## src/rtl/alu_ctrl_muldiv.sv

```systemverilog
// MIPS execute-stage ALU controller with an iterative multiply/divide unit.
// Decodes ALUOp/funct for the ALU and runs shift-add / restoring divide into HI/LO.
module alu_ctrl_muldiv #(
    parameter int WIDTH  = 32,
    parameter int CTRL_W = 4
) (
    input  logic              clk_i,
    input  logic              rst_i,
    input  logic [5:0]        funct_i,
    input  logic [2:0]        ALUOp_i,
    input  logic              valid_i,
    input  logic [WIDTH-1:0]  src1_i,
    input  logic [WIDTH-1:0]  src2_i,
    output logic [CTRL_W-1:0] ALUCtrl_o,
    output logic              stall_o,
    output logic              done_o,
    output logic [WIDTH-1:0]  hi_o,
    output logic [WIDTH-1:0]  lo_o
);
    localparam int CNT_W = $clog2(WIDTH) + 1;

    typedef enum logic [1:0] {S_IDLE, S_MUL, S_DIV, S_DONE} state_t;

    state_t               state_q, state_d;
    logic [CNT_W-1:0]     cnt_q, cnt_d;
    logic [2*WIDTH-1:0]   acc_q, acc_d;
    logic [WIDTH-1:0]     opnd_q, opnd_d;
    logic                 neg_q, neg_d, rem_neg_q, rem_neg_d;
    logic                 is_div_q, is_div_d, dz_q, dz_d;
    logic [WIDTH-1:0]     hi_q, hi_d, lo_q, lo_d;

    logic [3:0]           ctrl;
    logic                 is_md, is_hilo, md_req, hilo_rd;
    logic                 op_signed, s1_neg, s2_neg;
    logic [WIDTH-1:0]     mag1, mag2;
    logic [WIDTH:0]       mul_sum, div_diff;
    logic [2*WIDTH-1:0]   mul_next, div_next, prod;
    logic [WIDTH-1:0]     res_hi, res_lo;

    // NOTE: every variable written in always_comb gets a default first so no latch is inferred.
    always_comb begin
        ctrl = 4'b0010;
        unique case (ALUOp_i)
            3'd1: begin
                unique case (funct_i)
                    6'b100000: ctrl = 4'b0010;
                    6'b100010: ctrl = 4'b0110;
                    6'b100100: ctrl = 4'b0000;
                    6'b100101: ctrl = 4'b0001;
                    6'b100111: ctrl = 4'b1100;
                    6'b101010: ctrl = 4'b0111;
                    6'b000000: ctrl = 4'b1000;
                    6'b000010: ctrl = 4'b1001;
                    6'b010000: ctrl = 4'b1010;
                    6'b010010: ctrl = 4'b1011;
                    6'b011000, 6'b011001, 6'b011010, 6'b011011: ctrl = 4'b0011;
                    default:   ctrl = 4'b0010;
                endcase
            end
            3'd3:    ctrl = 4'b0111;
            3'd4:    ctrl = 4'b0110;
            3'd7:    ctrl = 4'b0100;
            default: ctrl = 4'b0010;
        endcase
    end
    assign ALUCtrl_o = CTRL_W'(ctrl);

    assign is_md   = (funct_i[5:2] == 4'b0110);
    assign is_hilo = (funct_i == 6'b010000) || (funct_i == 6'b010010);
    assign md_req  = valid_i && (ALUOp_i == 3'd1) && is_md;
    assign hilo_rd = valid_i && (ALUOp_i == 3'd1) && is_hilo;

    // funct bit 0 set selects the unsigned variants (multu/divu).
    assign op_signed = ~funct_i[0];
    assign s1_neg    = op_signed & src1_i[WIDTH-1];
    assign s2_neg    = op_signed & src2_i[WIDTH-1];
    assign mag1      = s1_neg ? -src1_i : src1_i;
    assign mag2      = s2_neg ? -src2_i : src2_i;

    // Multiply: lower half holds the remaining multiplier bits, upper half the partial product.
    assign mul_sum  = {1'b0, acc_q[2*WIDTH-1:WIDTH]} + (acc_q[0] ? {1'b0, opnd_q} : '0);
    assign mul_next = {mul_sum, acc_q[WIDTH-1:1]};

    // Restoring divide: upper half is the remainder, lower half shifts dividend out and quotient in.
    assign div_diff = acc_q[2*WIDTH-1:WIDTH-1] - {1'b0, opnd_q};
    assign div_next = div_diff[WIDTH] ? {acc_q[2*WIDTH-2:0], 1'b0}
                                      : {div_diff[WIDTH-1:0], acc_q[WIDTH-2:0], 1'b1};

    always_comb begin
        prod   = neg_q ? -acc_q : acc_q;
        res_hi = prod[2*WIDTH-1:WIDTH];
        res_lo = prod[WIDTH-1:0];
        if (dz_q) begin
            res_hi = acc_q[2*WIDTH-1:WIDTH];
            res_lo = acc_q[WIDTH-1:0];
        end else if (is_div_q) begin
            res_hi = rem_neg_q ? -acc_q[2*WIDTH-1:WIDTH] : acc_q[2*WIDTH-1:WIDTH];
            res_lo = neg_q ? -acc_q[WIDTH-1:0] : acc_q[WIDTH-1:0];
        end
    end

    always_comb begin
        state_d   = state_q;
        cnt_d     = cnt_q;
        acc_d     = acc_q;
        opnd_d    = opnd_q;
        neg_d     = neg_q;
        rem_neg_d = rem_neg_q;
        is_div_d  = is_div_q;
        dz_d      = dz_q;
        hi_d      = hi_q;
        lo_d      = lo_q;
        unique case (state_q)
            S_IDLE: begin
                if (md_req) begin
                    is_div_d  = funct_i[1];
                    neg_d     = s1_neg ^ s2_neg;
                    rem_neg_d = s1_neg;
                    cnt_d     = CNT_W'(WIDTH);
                    dz_d      = 1'b0;
                    if (!funct_i[1]) begin
                        acc_d   = {{WIDTH{1'b0}}, mag2};
                        opnd_d  = mag1;
                        state_d = S_MUL;
                    end else if (src2_i == '0) begin
                        dz_d    = 1'b1;
                        acc_d   = {src1_i, {WIDTH{1'b1}}};
                        state_d = S_DONE;
                    end else begin
                        acc_d   = {{WIDTH{1'b0}}, mag1};
                        opnd_d  = mag2;
                        state_d = S_DIV;
                    end
                end
            end
            S_MUL, S_DIV: begin
                acc_d = (state_q == S_MUL) ? mul_next : div_next;
                cnt_d = cnt_q - 1'b1;
                if (cnt_q == CNT_W'(1)) state_d = S_DONE;
            end
            S_DONE: begin
                hi_d    = res_hi;
                lo_d    = res_lo;
                state_d = S_IDLE;
            end
        endcase
    end

    // NOTE: state registers use non-blocking assignments so all flops update from the same pre-edge values.
    always_ff @(posedge clk_i or negedge rst_i) begin
        if (!rst_i) begin
            state_q   <= S_IDLE;
            cnt_q     <= '0;
            acc_q     <= '0;
            opnd_q    <= '0;
            neg_q     <= 1'b0;
            rem_neg_q <= 1'b0;
            is_div_q  <= 1'b0;
            dz_q      <= 1'b0;
            hi_q      <= '0;
            lo_q      <= '0;
        end else begin
            state_q   <= state_d;
            cnt_q     <= cnt_d;
            acc_q     <= acc_d;
            opnd_q    <= opnd_d;
            neg_q     <= neg_d;
            rem_neg_q <= rem_neg_d;
            is_div_q  <= is_div_d;
            dz_q      <= dz_d;
            hi_q      <= hi_d;
            lo_q      <= lo_d;
        end
    end

    // The final result is visible during DONE and held in hi_q/lo_q afterwards.
    assign done_o  = (state_q == S_DONE);
    assign hi_o    = done_o ? res_hi : hi_q;
    assign lo_o    = done_o ? res_lo : lo_q;
    assign stall_o = ((state_q == S_IDLE) && md_req) || (state_q == S_MUL) || (state_q == S_DIV)
                   || ((state_q == S_DONE) && (md_req || hilo_rd));

endmodule

```

## config.mk

```make
export PLATFORM = sky130hd
export DESIGN_NAME = alu_ctrl_muldiv
export DESIGN_NICKNAME = d
export VERILOG_FILES = /design/src/rtl/alu_ctrl_muldiv.sv
export SDC_FILE = /design/constraint.sdc
export NUM_CORES = 1
export LEC_CHECK = 0
export BUFFER_PORTS_ARGS = -buffer_cell sky130_fd_sc_hd__buf_2
export CORE_UTILIZATION = 40
export CTS_CLUSTER_DIAMETER = 50
export CTS_CLUSTER_SIZE = 24
export DETAILED_ROUTE_END_ITERATION = 12
export GPL_ROUTABILITY_DRIVEN = 1
export REMOVE_ABC_BUFFERS = 1
export SETUP_SLACK_MARGIN = 0.4
export SLEW_MARGIN = 20
export SYNTH_ARGS = -nofsm -noshare
export SYNTH_HDL_FRONTEND = slang
export SYNTH_SLANG_ARGS = --single-unit
```

## constraint.sdc

```tcl
create_clock -name clk_i -period 8.7 [get_ports clk_i]
set_input_delay 1.305 -clock clk_i [delete_from_list [all_inputs] [get_ports clk_i]]
set_output_delay 1.305 -clock clk_i [all_outputs]
set_load 0.005 [all_outputs]
```

Word-level counts from Yosys, hierarchy flattened
Memories as Yosys holds them, arrays and structs flattened.
Index checks and enable logic that the tools add are counted.
{"block": "word_totals", "out_inout_bits": 70, "mem_bits_ro": 256, "input_bits": 76, "elab_cells": 85, "register_bits": 172, "memories": 1}
{"name": "(name not given)", "depth": 64, "width": 4, "rd": 1, "rd_clocked_by_memory_dff": 0, "write_ports": 0, "line": "45", "source": "unique case (funct_i)"}
{"block": "classes", "n_mux": 30, "add_sub_neg": 8, "n_reduce_logical": 18, "n_bitwise": 4, "eq_ne": 14}
{"op": "$mux W32", "count": 13}
{"op": "$mux W64", "count": 6}
{"op": "$neg A32 Y32", "count": 4}
{"op": "$pmux W64 S2", "count": 1}
{"op": "$neg A64 Y64", "count": 1}
{"op": "$add A32 B32 Y33", "count": 1}
{"op": "$sub A33 B32 Y33", "count": 1}
{"op": "$logic_not A32 Y1", "count": 1}
{"op": "$pmux W4 S4", "count": 1}
{"op": "$eq A6 B5 Y1 const B", "count": 2}
{"op": "$pmux W6 S2", "count": 1}
{"op": "$eq A3 B3 Y1 const B", "count": 2}
{"op": "$eq A6 B1 Y1 const B", "count": 1}
{"op": "$mux W2", "count": 3}
{"op": "$mux W6", "count": 1}
{"op": "$ne A2 B2 Y1 const B", "count": 3}
{"op": "$pmux W2 S3", "count": 1}
{"op": "$reduce_and A2 Y1", "count": 3}
{"op": "$sub A6 B1 Y6 const B", "count": 1}
{"op": "$logic_and A1 B1 Y1", "count": 5}
{"op": "$logic_or A1 B1 Y1", "count": 5}
{"op": "$eq A2 B2 Y1 const B", "count": 2}
{"op": "$eq A4 B3 Y1 const B", "count": 1}
{"op": "$eq A3 B1 Y1 const B", "count": 1}
{"op": "10 further kinds", "count": 13}

Logic depth before layout (Yosys ltp)
{"block": "logic_depth", "depth_word": 7, "depth_mapped": 14, "depth_no_buf": 12}

Least setup slack after synthesis
No wires, ideal clock.
{"block": "synth_timing", "kind": "register to output", "start": "reg acc_q[32]", "end": "out hi_o[22]", "arrival_time_ns": 2.737, "t_required_ns": 7.395, "path_slack_ns": 4.658, "path_stages_with_launch": 12, "path_cell_list": "dfrtp_1 > inv_1 > ha_1 > or3b_1 > or3_1 > or3_1 > nand2b_1 > nor3_2 > nand2_1 > o31ai_1 > xor2_1 > a21oi_1"}
{"block": "synth_via", "elab_chain_cells": 5}
{"item": "start, declared", "line": "26", "source": "logic [2*WIDTH-1:0] acc_q, acc_d;"}
{"item": "start signal, assigned", "line": "154", "source": "acc_q <= '0;"}
{"item": "start signal, assigned", "line": "165", "source": "acc_q <= acc_d;"}
{"item": "$neg A64 Y64 / $neg A32 Y32 (equally long branches)", "line": "90, 97"}
{"item": "$mux W64 / $mux W32 (equally long branches)", "line": "90, 97"}
{"item": "$mux W32 *", "line": "96", "source": "end else if (is_div_q) begin"}
{"item": "$mux W32 *", "line": "93", "source": "if (dz_q) begin"}
{"item": "$mux W32 *"}
{"item": "end, declared", "line": "17", "source": "output logic [WIDTH-1:0] hi_o,"}
Mark *: on every way between the ends. The rest lies on a longest branch, timed or not.

Final worst setup path
{"block": "layout_timing", "start": "reg acc_q[6]", "end": "out hi_o[25]"}
{"block": "layout_via", "elab_chain_cells": 5}
{"item": "$neg A64 Y64", "line": "90", "source": "prod = neg_q ? -acc_q : acc_q;"}
{"item": "$mux W64", "line": "90"}
{"item": "$mux W32", "line": "96"}
{"item": "$mux W32", "line": "93"}
{"item": "$mux W32"}
No other way between the ends.

==> flow_metrics.env <==
export IMPL_h_tree_depth=4
export IMPL_num_rows=71
export IMPL_yosys_top_cells_area="dfrtp_1 (28%), a21oi_1 (7.6%), nor2_1 (6.7%), ha_1 (6.1%), xnor2_1 (5.1%)"
export IMPL_grt_start_max_net_pins=103
export IMPL_cts_sinks=172
export IMPL_ctsResizeCount=0
export IMPL_antenna_cells=0
export IMPL_insertion_delay_ns=0.46
export IMPL_die_x_microns=197.5
export IMPL_via_count=15480
export IMPL_wl_per_cell_microns=21.19
export IMPL_arrival_ns=4.26
export IMPL_p_per_area_nw_per_um2=341.5
export IMPL_min_delay_path_depth=2
export IMPL_numCtsBuffers=17
export IMPL_async_flop_share_pct=100.0
export IMPL_hold_end="opnd_q[4]"
export IMPL_gr_usage_all_layers_pct=28.43
export IMPL_synth_flop_cell="dfrtp_1"
export IMPL_nets=2220
export IMPL_fillers=3897
export IMPL_cp_required_ns=7.39
export IMPL_synth_edf_count=0
export IMPL_antenna_found_initial=0
export IMPL_die_h_microns=197.5
export IMPL_cts_root_buf="clkbuf_16"
export IMPL_drtIter0Drc=1375
export IMPL_ys_warn_count=0
export IMPL_end_kind="output port"
export IMPL_drtAntennaViolNets=0
export IMPL_synth_top_area_cell="dfrtp_1"
export IMPL_max_vdd_ir_drop_v=0.0004037
export IMPL_tightest_slew_ns=0.9738
export IMPL_viasPerCell=5.974
export IMPL_post_route_util_pct=45.01
export IMPL_critPathMaxFanout=6
export IMPL_ys_seq_area_share_pct=28.15
export IMPL_finClkSkew_ns=0.01084
export IMPL_setup_tns_ns=0
export IMPL_path_clk_slew_ns=0.08
export IMPL_numPortBuffers=145
export IMPL_wirelength_microns=54910
export IMPL_cap_violations=0
export IMPL_drc_errors=0
export IMPL_layout_drive_gt1_share_pct=12.06
export IMPL_slew_violations=0
export IMPL_cpPeakStageDelay_ns=0.62
export IMPL_rsz0062_at_grt="no"
export IMPL_synth_cells=1997
export IMPL_globalplace_congestion=0.9726
export IMPL_outcome="completed"
export IMPL_clock_fmax_mhz=179.7
export IMPL_netlist_area_sq_um=15290
export IMPL_min_period_ns=5.564
export IMPL_setup_viol=0
export IMPL_grt_pass1_vias=14690
export IMPL_postSynthAreaPerCell_sq_um=7.656
export IMPL_grt_pass1_wl_microns=84970
export IMPL_regToRegEndpoint="acc_q[63]"
export IMPL_die_area_sq_um=39010
export IMPL_cts_path_max_buffers=2
export IMPL_ioPinCount=146
export IMPL_cts_tree="yes"
export IMPL_hold_viol=0
export IMPL_ys_ff_latch=172
export IMPL_area_growth_pct=10.89
export IMPL_synth_cell_types=78
export IMPL_ff2ff_setup_slack_ns=4.51
export IMPL_netlist_area_leader_share_pct=28.15
export IMPL_fp_coreArea_sq_um=37670
export IMPL_cp_cell_sequence="or4_1, nor4_1, nand4b_1, or3_1, o31ai_1, a31oi_1, xnor2_1, a21oi_1, buf_2"
export IMPL_max_slew_margin_pct=35.08
export IMPL_postCtsHoldBufs=0
export IMPL_drtPass1Iterations=6
export IMPL_start_util_pct=40.59
export IMPL_leakagePower_nw=7.056
export IMPL_slowest_stage="or4_1"
export IMPL_place_hpwl_microns=41630
export IMPL_cts_setup_buffers=0
export IMPL_r2r_cells=13
export IMPL_finalCritPeriodShare_pct=63.96
export IMPL_seqCellArea_sq_um=4304
export IMPL_min_from="opnd_q[4]"
export IMPL_cp_start_kind="register"
export IMPL_multi_input_area_sq_um=10310
export IMPL_hp_class="register to register"
export IMPL_criticalPathCategory="register to output port"
export IMPL_grt_overflow=0
export IMPL_worstReg2RegStart="acc_q[0]"
report_power, final:
part / total [mW] / internal [mW] / switching [mW]
combinational: 3.53 / 1.35 / 2.18
clock: 0.790 / 0.404 / 0.386
sequential: 1.47 / 1.09 / 0.381
logic make-up (layout without fill, tap and decap cells):
| logic type | after synthesis | in the layout | share of synthesized area, % |
|---|---|---|---|
| DFF | 172 | 172 | 28.15 |
| AOI/OAI and AO/OA | 642 | 642 | 25.78 |
| and+or+nand+nor | 709 | 709 | 21.88 |
| buffers and inverters | 177 | 261 | 4.567 |
| muxes | 45 | 45 | 3.102 |
| adders and majority gates | 76 | 76 | 6.318 |
| xor gates and xnor gates | 176 | 176 | 10.21 |
metrics by stage:
step	hold slack, ns	setup WS, ns	total power [mW]	instances	cell area (sq um)
finish	0.4838	3.136	5.790	2592	16950
global route	0.5047	2.984	6.259	2592	16950
CTS	0.4917	3.208	5.765	2592	16950
detailed placement	0.4747	3.732	4.955	2560	16370
global placement	0.4643	3.908	4.918	2560	16370
floorplan	0.4485	4.140	3.766	1884	14830
synth_stat cells (19+ instances only):
library cell / count
nor4_1: 23
a21oi_1: 233
nor2_1: 271
nand3_1: 35
ha_1: 74
a211oi_1: 21
clkbuf_1: 86
mux2_2: 19
nand2b_1: 27
o21ai_0: 140
xor2_1: 86
nor3_1: 57
mux2i_1: 26
or3_1: 20
o211ai_1: 21
nand2_1: 178
xnor2_1: 89
a31oi_1: 34
dfrtp_1: 172
a21o_1: 26
inv_1: 63
how the worst max path moves through the flow:
stage	start	end	slack (ns)	cells past startpoint
floorplan	state_q[0]	hi_o[1]	4.14	3
global placement	acc_q[5]	hi_o[25]	3.91	9
detailed placement	acc_q[5]	hi_o[25]	3.73	9
CTS	acc_q[6]	hi_o[25]	3.21	9
global route	acc_q[6]	hi_o[25]	2.98	9
finish	acc_q[6]	hi_o[25]	3.14	9
metal layers:
layer | routed length (microns) | vias up | GRT usage [%]
li1 | - | 7332 | -
met1 | 24820 | 7407 | 39.20
met2 | 23880 | 620 | 42.83
met3 | 3782 | 125 | 4.712
met4 | 2436 | 0 | 14.07
met5 | 0 | - | 0
worst max-delay path, delay by kind of cell, from the launching register on:
kind / cells / cell delay (ns)
and+or+nand+nor: 4 / 2.24
AOI/OAI and AO/OA: 3 / 0.80
DFF: 1 / 0.43
xor gates and xnor gates: 1 / 0.20
buffers and inverters: 1 / 0.14
state kept, by name, summed over array words and instances (netlist names):
signal,cells
state_q,2
lo_q,32
cnt_q,6
dz_q,1
neg_q,1
opnd_q,32
rem_neg_q,1
hi_q,32
acc_q,64
is_div_q,1
cell usage in the layout, fill, tap and decap left out, types with 21 or more instances in the layout:
master    instances
o211ai_1         21
nand2b_1         27
a31oi_1          34
buf_2           144
xnor2_1          89
dfrtp_1         172
ha_1             72
nor2_1          271
nand3_1          35
a21o_1           26
a21oi_1         233
mux2i_1          26
nor3_1           56
o21ai_0         140
inv_1            62
nor4_1           23
xor2_1           86
a211oi_1         21
nand2_1         178
area by class of cell:
type | instances | area share [%]
flip-flops and latches | 172 | 25.39
inverters | 64 | 1.417
clock buffers | 17 | 2.509
well taps | 511 | 3.771
multi-input cells | 1648 | 60.80
repair buffers | 165 | 5.218
clock inverters | 15 | 0.9004
No activity file was read; power rests on OpenSTA's default activity.
